<file path="src/rtl/seq_pkg.sv">
// Shared types and constants for the LEGv8 cycle sequencer.
// State encoding, strobe bit positions and the default watchdog limit.
package seq_pkg;

   typedef enum logic [2:0] {
      IDLE   = 3'd0,
      FETCH  = 3'd1,
      DREAD  = 3'd2,
      MEM    = 3'd3,
      WB     = 3'd4,
      HALTED = 3'd5
   } seq_state_t;

   localparam int STB_FETCH = 0;
   localparam int STB_DREAD = 1;
   localparam int STB_MEM   = 2;
   localparam int STB_WB    = 3;
   localparam int STB_N     = 4;

   localparam int DEF_MEM_TIMEOUT = 15;

   // One-hot strobe vector for a state; at most one bit is ever set.
   function automatic logic [STB_N-1:0] strobe_decode(seq_state_t s);
      logic [STB_N-1:0] v;
      v = '0;
      v[STB_FETCH] = (s == FETCH);
      v[STB_DREAD] = (s == DREAD);
      v[STB_MEM]   = (s == MEM);
      v[STB_WB]    = (s == WB);
      return v;
   endfunction

endpackage

</file>
<file path="src/rtl/mem_wait_timer.sv">
// Counts MEM cycles spent waiting on data memory.
// expire flags the wait cycle that would bring the count to TIMEOUT.
module mem_wait_timer
   import seq_pkg::*;
#(
   parameter int TIMEOUT = DEF_MEM_TIMEOUT
) (
   input  logic clk,
   input  logic reset,
   input  logic clear,
   input  logic count_en,
   output logic expire
);

   localparam int W = (TIMEOUT < 2) ? 1 : $clog2(TIMEOUT);
   localparam logic [W-1:0] LAST = W'(TIMEOUT - 1);

   logic [W-1:0] cnt_q;
   logic [W-1:0] cnt_d;

   // Next count: clear dominates, otherwise advance on a wait cycle.
   always_comb begin
      cnt_d = cnt_q;
      if (clear) begin
         cnt_d = '0;
      end else if (count_en) begin
         cnt_d = cnt_q + W'(1);
      end
   end

   // Count register.
   always_ff @(posedge clk or posedge reset) begin
      if (reset) begin
         cnt_q <= '0;
      end else begin
         cnt_q <= cnt_d;
      end
   end

   assign expire = count_en & ~clear & (cnt_q == LAST);

endmodule

</file>
<file path="src/rtl/cycle_sequencer.sv">
// Single-clock instruction sequencer for the non-pipelined LEGv8 datapath.
// Steps FETCH/DREAD/MEM/WB with run/step/halt control and a memory watchdog.
module cycle_sequencer
   import seq_pkg::*;
#(
   parameter int unsigned MAX_INSTR   = 0,
   parameter int          CNT_W       = 32,
   parameter int          MEM_TIMEOUT = DEF_MEM_TIMEOUT
) (
   input  logic             clk,
   input  logic             reset,
   input  logic             run,
   input  logic             step,
   input  logic             halt_req,
   input  logic             mem_access,
   input  logic             mem_ready,
   output logic             instr_mem_en,
   output logic             read_en,
   output logic             memory_en,
   output logic             write_en,
   output logic             pc_en,
   output logic             busy,
   output logic             halted,
   output logic             timeout_err,
   output logic [CNT_W-1:0] instr_count,
   output logic [2:0]       state
);

   localparam logic [CNT_W-1:0] MAX_C = CNT_W'(MAX_INSTR);

   seq_state_t       state_q, state_d;
   logic             step_q, step_d;
   logic             terr_q, terr_d;
   logic [CNT_W-1:0] instr_count_q, instr_count_d;
   logic [CNT_W-1:0] cnt_inc;
   logic             limit_hit;
   logic             wait_clr;
   logic             wait_en;
   logic             wait_expire;
   logic [STB_N-1:0] stb;

   assign wait_clr = (state_q != MEM);
   assign wait_en  = (state_q == MEM) & mem_access & ~mem_ready;

   mem_wait_timer #(
      .TIMEOUT (MEM_TIMEOUT)
   ) u_wait (
      .clk      (clk),
      .reset    (reset),
      .clear    (wait_clr),
      .count_en (wait_en),
      .expire   (wait_expire)
   );

   assign cnt_inc   = instr_count_q + CNT_W'(1);
   assign limit_hit = (MAX_INSTR != 0) && (cnt_inc == MAX_C);
   assign step_d    = step;

   // Next state, retire counting and sticky watchdog error.
   always_comb begin
      state_d       = state_q;
      instr_count_d = instr_count_q;
      terr_d        = terr_q;
      case (state_q)
         IDLE: begin
            if (run || (step && !step_q)) begin
               state_d = FETCH;
            end
         end
         FETCH:  state_d = DREAD;
         DREAD:  state_d = MEM;
         MEM: begin
            if (!mem_access || mem_ready) begin
               state_d = WB;
            end else if (wait_expire) begin
               state_d = HALTED;
               terr_d  = 1'b1;
            end
         end
         WB: begin
            if (instr_count_q != '1) begin
               instr_count_d = cnt_inc;
            end
            if (halt_req || limit_hit) begin
               state_d = HALTED;
            end else if (run) begin
               state_d = FETCH;
            end else begin
               state_d = IDLE;
            end
         end
         HALTED:  state_d = HALTED;
         default: state_d = IDLE;
      endcase
   end

   // State and control registers.
   always_ff @(posedge clk or posedge reset) begin
      if (reset) begin
         state_q       <= IDLE;
         step_q        <= 1'b0;
         terr_q        <= 1'b0;
         instr_count_q <= '0;
      end else begin
         state_q       <= state_d;
         step_q        <= step_d;
         terr_q        <= terr_d;
         instr_count_q <= instr_count_d;
      end
   end

   assign stb          = strobe_decode(state_q);
   assign instr_mem_en = stb[STB_FETCH];
   assign read_en      = stb[STB_DREAD];
   assign memory_en    = stb[STB_MEM];
   assign write_en     = stb[STB_WB];
   assign pc_en        = stb[STB_WB];
   assign busy         = |stb;
   assign halted       = (state_q == HALTED);
   assign timeout_err  = terr_q;
   assign instr_count  = instr_count_q;
   assign state        = state_q;

endmodule

</file>
<file path="config.mk">
export PLATFORM = sky130hd
export DESIGN_NAME = cycle_sequencer
export DESIGN_NICKNAME = d
export VERILOG_FILES = /design/src/rtl/seq_pkg.sv /design/src/rtl/mem_wait_timer.sv /design/src/rtl/cycle_sequencer.sv
export SDC_FILE = /design/constraint.sdc
export NUM_CORES = 1
export LEC_CHECK = 0
export ABC_CLOCK_PERIOD_IN_PS = 3600
export CORE_ASPECT_RATIO = 2
export CORE_MARGIN = 5
export CORE_UTILIZATION = 40
export DETAILED_ROUTE_END_ITERATION = 10
export PLACE_DENSITY = 0.77
export SETUP_SLACK_MARGIN = 0.02
export SLEW_MARGIN = 20
export SYNTH_ARGS = -nofsm -noshare
export SYNTH_HDL_FRONTEND = slang
export SYNTH_HIERARCHICAL = 1
export SYNTH_SLANG_ARGS = --single-unit
</file>
<file path="constraint.sdc">
create_clock -name clk -period 3.6 [get_ports clk]
set_input_delay 0.9 -clock clk [delete_from_list [all_inputs] [get_ports clk]]
set_output_delay 0.9 -clock clk [all_outputs]
set_load 0.05 [all_outputs]
</file>
After elaboration in Yosys (flattened, before gate mapping)
Index checks and enable logic that the tools add are counted.

$add $sub $neg: 2. $mul: 0. Div/mod/pow operators: 0. $lt $le $gt $ge: 0. Equal/unequal tests: 10. Shift-type cells: 0. Multiplexer cells: 8. Bitwise gates (word level): 7. Reductions and logical operators: 11.

Operator list (number): adder 32 x 1 -> 32 bit (second input constant) (1); inequality test 32 bit (second input constant) (1); one-hot mux 3 bit (6 select lines) (1); 2-to-1 mux 3 bit (4); 2-to-1 mux 4 bit (2); == test 3 x 2 -> 1 bit (second input constant) (2); == test 3 bit (second input constant) (2); adder 4 x 1 -> 4 bit (second input constant) (1); bitwise AND 1 bit (4); == test 4 bit (second input constant) (1); AND reduction 2 bit (2); OR reduction 4 bit (1); == test 3 x 1 -> 1 bit (second input constant) (1); logical NOT 3 bit (1); inequality test 3 x 1 -> 1 bit (second input constant) (1); inequality test 3 x 2 -> 1 bit (second input constant) (1); NOT 1 bit (3); AND reduction 3 bit (1); logical NOT 1 bit (2); logical OR 1 bit (2); inequality test 2 bit (second input constant) (1); nonzero test 2 bit (1); logical AND 1 bit (1); 2-to-1 mux 1 bit (1).

Register bits: 41. Latch bits: 0. Bits in writable memories: 0. Memory bits (read-only): 0. Input port bits: 7. Word-level logic and storage cells: 43. Memories kept: 0.

Longest topological paths before layout
Gate-level depths: netlist of run 1.

Depth in word-level cells: 8. Depth in mapped cells: 10.

By module
The synthesis of run 1 kept the hierarchy.

Modules (own cells, without submodules): cycle_sequencer (times used 1, cells an instance 177, area an instance 1833.0 sq um, sequential area each 925.9 sq um); mem_wait_timer (times used 1, cells an instance 23, area an instance 237.7 sq um, sequential area each 100.1 sq um).

Worst setup path after synthesis of run 1
Ideal clock, no wire load.

Path kind: register -> output. Start point: register state_q[0], in the netlist state[0]. End point: output port instr_mem_en. Data arrival time: 2.073 ns. Setup slack: 0.627 ns. Cell stages (with the launch flop): 3. Path through: dfrtp_1 clkbuf_2 nor3b_1.

Longest elaborated chain between the ends: 1.

RTL lines: from (decl) (RTL line cycle_sequencer.sv:31) `seq_state_t state_q, state_d;`; from (signal assigned) (RTL line cycle_sequencer.sv:105) `state_q <= state_d;`; == test 3 x 1 -> 1 bit (RTL line seq_pkg.sv:26) `v[STB_FETCH] = (s == FETCH);`; to (decl) (RTL line cycle_sequencer.sv:17) `output logic instr_mem_en,`.

No other way between the ends.

Worst setup path after layout of run 1
Start point: register state_q[2], in the netlist state[2]. End point: output port write_en.

Longest elaborated chain between the ends: 1.

RTL lines: == test 3 bit (RTL line seq_pkg.sv:29) `v[STB_WB] = (s == WB);`; to (decl) (RTL line cycle_sequencer.sv:20) `output logic write_en,`.

No other way between the ends.

==> qor.yml, run 1 <==
layout_common_cells: "49 x clkdlybuf4s50_1, 41 x dfrtp_1, 18 x xnor2_1"
synth.yosys.warnings: 6
cts_max_level: 2
drv_cap: 0
yosys_most_used_dff: "dfrtp_1"
synth_cell_types: 42
synth_enable_flop_cells: 0
dp_hpwl_um: 3510
critPathLaunchType: "register"
overflow: 0
io_buffers: 49
grt_first_pass_wirelength_um: 7760
vias: 1624
finalCritPeriodShare: 0.883
viasPerCell: 5.27
start_util: 0.407
holdCritStartpoint: "timeout_err"
cts_resized: 0
hold_path.class: "register to register"
first_global_vias: 1690
clock-sinks: 41
fin_crit_ps: 3180
antenna_found_initial: 0
syn_area_sq_um: 2070
ys_ff_latch: 41
clk_pin_slew_ps: 70
core_area_sq_um: 5090
cts_hold_buf: 0
slew-limit-headroom: 0.538
p_leak_nw: 1.20
r2r-end: "instr_count[1]"
cts_setup_buffers: 0
drt_iter0_drc: 31
fillCellCount: 462
r2r_cells: 5
antenna_left: 0
cpPeakStageDelay_ps: 830
crit_chain: "or3b_1 > inv_1 > clkdlybuf4s50_1"
cts_made_buffers: 5
drive_gt1_frac: 0.0600
end_kind: "output port"
setup_viol: 0
ioPinCount: 50
dpl_cell_area_sq_um: 2590
n_antenna_cell: 0
grt_util_all_layers: 0.149
syn_inst: 200
powerDensity_nw_per_um2: 549
grt_start_max_net_pins: 38
root_buffer: "clkbuf_8"
min_path_cells: 1
ys_seq_area_frac: 0.495
final_max_slew_viol_count: 0
rows: 37
drc: 0
min_to: "timeout_err"
clock.fmax_mhz: 315
cp.arrival_ps: 2280
status: "finished, final reports clean"
final_cell_area_sq_um: 2710
cp_max_fo: 9
avgSynthCellArea_sq_um: 10.4
clk_latency_ps: 290
die_x_um: 60.9
gp_congestion: 0.821
async_flop_share: 1.00
cts_buffer_depth: 2
syn2layout_area_growth_pct: 30.8
cts_tree: "done"
syn_nets: 210
stdcell_count: 308
dr.pass1.iters: 4
worstMarginPinSlew_ps: 689
drt_wl_total_um: 4580
die_h_um: 112
crit_type: "register to output port"
tns_ps: 0
hold_viol_final: 0
worst-r2r-setup-slack_ps: 1290
vdd_drop_max_mv: 0.662
r2r_start: "instr_count[7]"
rsz0062_at_grt: "no"
layout.nets: 259
slowest_stage: "clkdlybuf4s50_1"
dieArea_sq_um: 6800
finClkSkew_ps: 6.77
wl_per_cell_um: 14.9
hold_slack_ps: 462
cp_data_required_time_ps: 2700
final_common_cell: "clkdlybuf4s50_1"
dp_cells: 300
==> power breakdown <==
| part | leakage [nW] | switching [W] | internal, W | total, W |
|---|---|---|---|---|
| Combinational | 0.581 | 0.000367 | 0.000183 | 0.000550 |
| Sequential | 0.559 | 0.0000598 | 0.000500 | 0.000560 |
| Clock | 0.0585 | 0.000150 | 0.000226 | 0.000376 |
==> layer usage <==
layer | global-route usage | part of all wire
met1 | 0.150 | 0.34
met2 | 0.272 | 0.58
met3 | 0.0406 | 0.059
met4 | 0.0593 | 0.016
met5 | 0 | 0
==> stage by stage <==
step | utilization | power, W | worst slack, ps
2_1_floorplan | - | 0.000955 | 627
3_3_place_gp | 0.509 | 0.00112 | 766
3_5_place_dp | 0.509 | 0.00112 | 723
4_1_cts | 0.532 | 0.00150 | 401
5_1_grt | 0.532 | 0.00156 | 286
6_report | 0.532 | 0.00149 | 422
==> flip-flops by register name (all words and copies together), names as in the netlist <==
register / count
instr_count: 32
u_wait/cnt_q: 4
state: 3
step_q: 1
timeout_err: 1
==> cell families after synthesis <==
family	count (synthesis)	share of synthesized area
xor gates and xnor gates	32	0.135
AOI/OAI and AO/OA	14	0.0489
adders and majority gates	3	0.0181
buffers and inverters	17	0.0405
and+or+nand+nor	91	0.251
muxes	2	0.0103
DFF	41	0.495
==> how the worst max path moves through the flow <==
stage | startpoint | to | slack [ps] | cells past startpoint
after floorplan | state[0] | instr_mem_en | 630 | 2
after global placement | state[1] | write_en | 770 | 3
after detailed placement | state[2] | write_en | 720 | 3
after CTS | state[2] | write_en | 400 | 3
after global routing | state[2] | write_en | 290 | 3
final | state[2] | write_en | 420 | 3
==> cell usage after synthesis, drive strengths merged (2+ instances only) <==
master	count	area (sq um)
a21oi	5	28.8
nand3	12	60.1
nor3b	2	15.0
nor3	9	45.0
nand3b	2	15.0
and2	2	12.5
xor2	14	123
or3	3	18.8
xnor2	18	158
nor4	5	46.3
nor2	14	52.6
ha	3	37.5
a211oi	2	15.0
inv	9	33.8
o21ai	2	10.0
or3b	2	17.5
nand4	13	87.6
and4	2	17.5
dfrtp	41	1030
buf	6	41.3
nand2b	2	12.5
or2	3	18.8
and3	5	31.3
nand2	12	45.0
clkbuf	2	8.75
==> critical path, delay by kind of cell, from the launching register on <==
kind                   cells  cell delay, ps
AND/OR/NAND/NOR            1             500
flip-flops                 1             490
buffers and inverters      2            1000
==> layout make-up <==
class                           count  area, sq um  share of cell area
Sequential cell                    41         1030               0.379
Multi-Input combinational cell    142          961               0.355
Timing Repair Buffer               50          498               0.184
Clock buffer                        7         86.3              0.0319
Tap cell                           58         72.6              0.0268
Inverter                            9         33.8              0.0125
Clock inverter                      1         30.0              0.0111
Power figures use the tool's default switching activity.
==> inputs of run 2 (changes only) <==
--- a/config.mk
+++ b/config.mk
@@ -9,8 +9,10 @@
 export CORE_ASPECT_RATIO = 2
 export CORE_MARGIN = 5
 export CORE_UTILIZATION = 40
+export CTS_BUF_LIST = sky130_fd_sc_hd__clkbuf_16
 export DETAILED_ROUTE_END_ITERATION = 10
 export PLACE_DENSITY = 0.77
+export REMOVE_ABC_BUFFERS = 1
 export SETUP_SLACK_MARGIN = 0.02
 export SLEW_MARGIN = 20
 export SYNTH_ARGS = -nofsm -noshare
==> run 2 against run 1 <==
Compared with the run above: sequential share of layout area down 0.74 points; sequential power rose by 0.9%; global-route usage grew 0.84 points; first-iteration DRC count decreased by 6.5%; power up 8.5%; cell area rose by 2.0%; critical path depth did not move; critical endpoint is now pc_en; largest power group unchanged.
==> qor.yml, run 2 (synthesized netlist as in run 1, its figures left out) <==
grt_start_max_net_pins: 23  # -39%
status: "finished, final reports clean"
r2r_cells: 6  # +1
die_x_um: 60.9  # unchanged
vias: 1639  # +0.92%
start_util: 0.407  # unchanged
wl_per_cell_um: 15.3  # +3.2%
vdd_drop_max_mv: 0.500  # -24%
hold_path.class: "register to register"
gp_congestion: 0.779  # -5.1%
clk_latency_ps: 280  # about the same
overflow: 0  # unchanged
cp.arrival_ps: 2250  # -30 ps
cts_resized: 0  # unchanged
cp_max_fo: 9  # unchanged
grt_util_all_layers: 0.157  # +0.00842
final_max_slew_viol_count: 0  # unchanged
holdCritStartpoint: "timeout_err"
cts_tree: "done"
clk_pin_slew_ps: 50  # -20 ps
dieArea_sq_um: 6800  # unchanged
antenna_found_initial: 0  # unchanged
die_h_um: 112  # unchanged
dp_cells: 301  # +0.33%
layout.nets: 260  # +0.39%
drt_wl_total_um: 4740  # +3.6%
tns_ps: 0  # unchanged
drv_cap: 0  # unchanged
dr.pass1.iters: 4  # unchanged
stdcell_count: 309  # +0.32%
setup_viol: 0  # unchanged
first_global_vias: 1711  # +1.2%
worst-r2r-setup-slack_ps: 1330  # +40 ps
dp_hpwl_um: 3700  # +5.4%
clock-sinks: 41  # unchanged
root_buffer: "clkbuf_16"
ioPinCount: 50  # unchanged
cts_hold_buf: 0  # unchanged
layout_common_cells: "49 x clkdlybuf4s50_1, 41 x dfrtp_1, 18 x xnor2_1"
r2r-end: "instr_count[1]"
min_path_cells: 1  # unchanged
io_buffers: 49  # unchanged
syn2layout_area_growth_pct: 33.4
finClkSkew_ps: 6.73  # -0.0458 ps
endpoint: "pc_en"
finalCritPeriodShare: 0.876  # -0.00684
r2r_start: "instr_count[0]"
cts_buffer_depth: 2  # unchanged
critical_path.startpoint: "state[2]"
power.total_w: 0.00161  # +8.5%
rows: 37  # unchanged
clock.fmax_mhz: 317  # +0.78%
powerDensity_nw_per_um2: 584  # +6.3%
largest_reg_flops: 32  # unchanged
core_area_sq_um: 5090  # unchanged
viasPerCell: 5.30  # +0.60%
worstMarginPinSlew_ps: 865  # +176 ps
critPathLaunchType: "register"
cts_made_buffers: 5  # unchanged
fin_crit_ps: 3150  # -24.6 ps
n_antenna_cell: 0  # unchanged
rsz0062_at_grt: "no"
cts_max_level: 2  # unchanged
drc: 0  # unchanged
grt_first_pass_wirelength_um: 8150  # +5.1%
hold_viol_final: 0  # unchanged
pre_cts_ws_ps: 727  # +3.47 ps
antenna_left: 0  # unchanged
final_common_cell: "clkdlybuf4s50_1"
end_kind: "output port"
slew-limit-headroom: 0.423  # -0.115
p_leak_nw: 1.23  # +2.4%
drive_gt1_frac: 0.0598  # -0.000239
worst_slack_ps: 446  # +24.6 ps
cp_data_required_time_ps: 2700  # about the same
cts_setup_buffers: 0  # unchanged
drt_iter0_drc: 29  # -6.5%
crit_type: "register to output port"
-- run 2: per-layer routing --
layer  part of all wire  global-route usage  up-vias
met4              0.026              0.0724        0
met3              0.039              0.0302        8
met1               0.36               0.171      796
li1                   -                   -      795
met5                  0                   0        -
met2               0.58               0.277       40
-- run 2: through the flow --
step / instance area (sq um) / hold slack, ps / utilization
6_report: 2760 / 462 / 0.542
3_3_place_gp: 2600 / 462 / 0.510
3_5_place_dp: 2600 / 451 / 0.510
4_1_cts: 2760 / 471 / 0.542
5_1_grt: 2760 / 508 / 0.542
2_1_floorplan: 2020 / 500 / -
-- run 2: worst max-delay path: stages, from the launching register on --
cell             delay (ps)
dfrtp_1                 480
or3b_1                  500
inv_1                   170
clkdlybuf4s50_1         820
-- run 2: final cells by class --
type	count	area, sq um
Fill cell	468	2330
Sequential cell	41	1030
Multi-Input combinational cell	142	961
Timing Repair Buffer	51	505
Clock buffer	5	125
Tap cell	58	72.6
Clock inverter	3	37.5
Inverter	9	33.8
-- run 2: power by group --
part	internal, W	switching (W)	leakage (nW)
combinational	0.000184	0.000373	0.586
clock	0.000322	0.000169	0.0826
sequential	0.000501	0.0000640	0.559
-- run 2: worst min path at each step --
stage and endpoint:
2_1_floorplan u_wait/cnt_q[3], 3_3_place_gp timeout_err, 3_5_place_dp timeout_err, 4_1_cts timeout_err, 5_1_grt timeout_err, 6_report timeout_err
==> inputs of run 3 (changes only) <==
--- a/config.mk
+++ b/config.mk
@@ -5,7 +5,7 @@
 export SDC_FILE = /design/constraint.sdc
 export NUM_CORES = 1
 export LEC_CHECK = 0
-export ABC_CLOCK_PERIOD_IN_PS = 3600
+export CAP_MARGIN = 10
 export CORE_ASPECT_RATIO = 2
 export CORE_MARGIN = 5
 export CORE_UTILIZATION = 40
@@ -14,7 +14,7 @@
 export PLACE_DENSITY = 0.77
 export REMOVE_ABC_BUFFERS = 1
 export SETUP_SLACK_MARGIN = 0.02
-export SLEW_MARGIN = 20
+export SLEW_MARGIN = 25
 export SYNTH_ARGS = -nofsm -noshare
 export SYNTH_HDL_FRONTEND = slang
 export SYNTH_HIERARCHICAL = 1
==> results of run 3 <==
No change in the layout: final DEF, timing and power equal those of run 2.
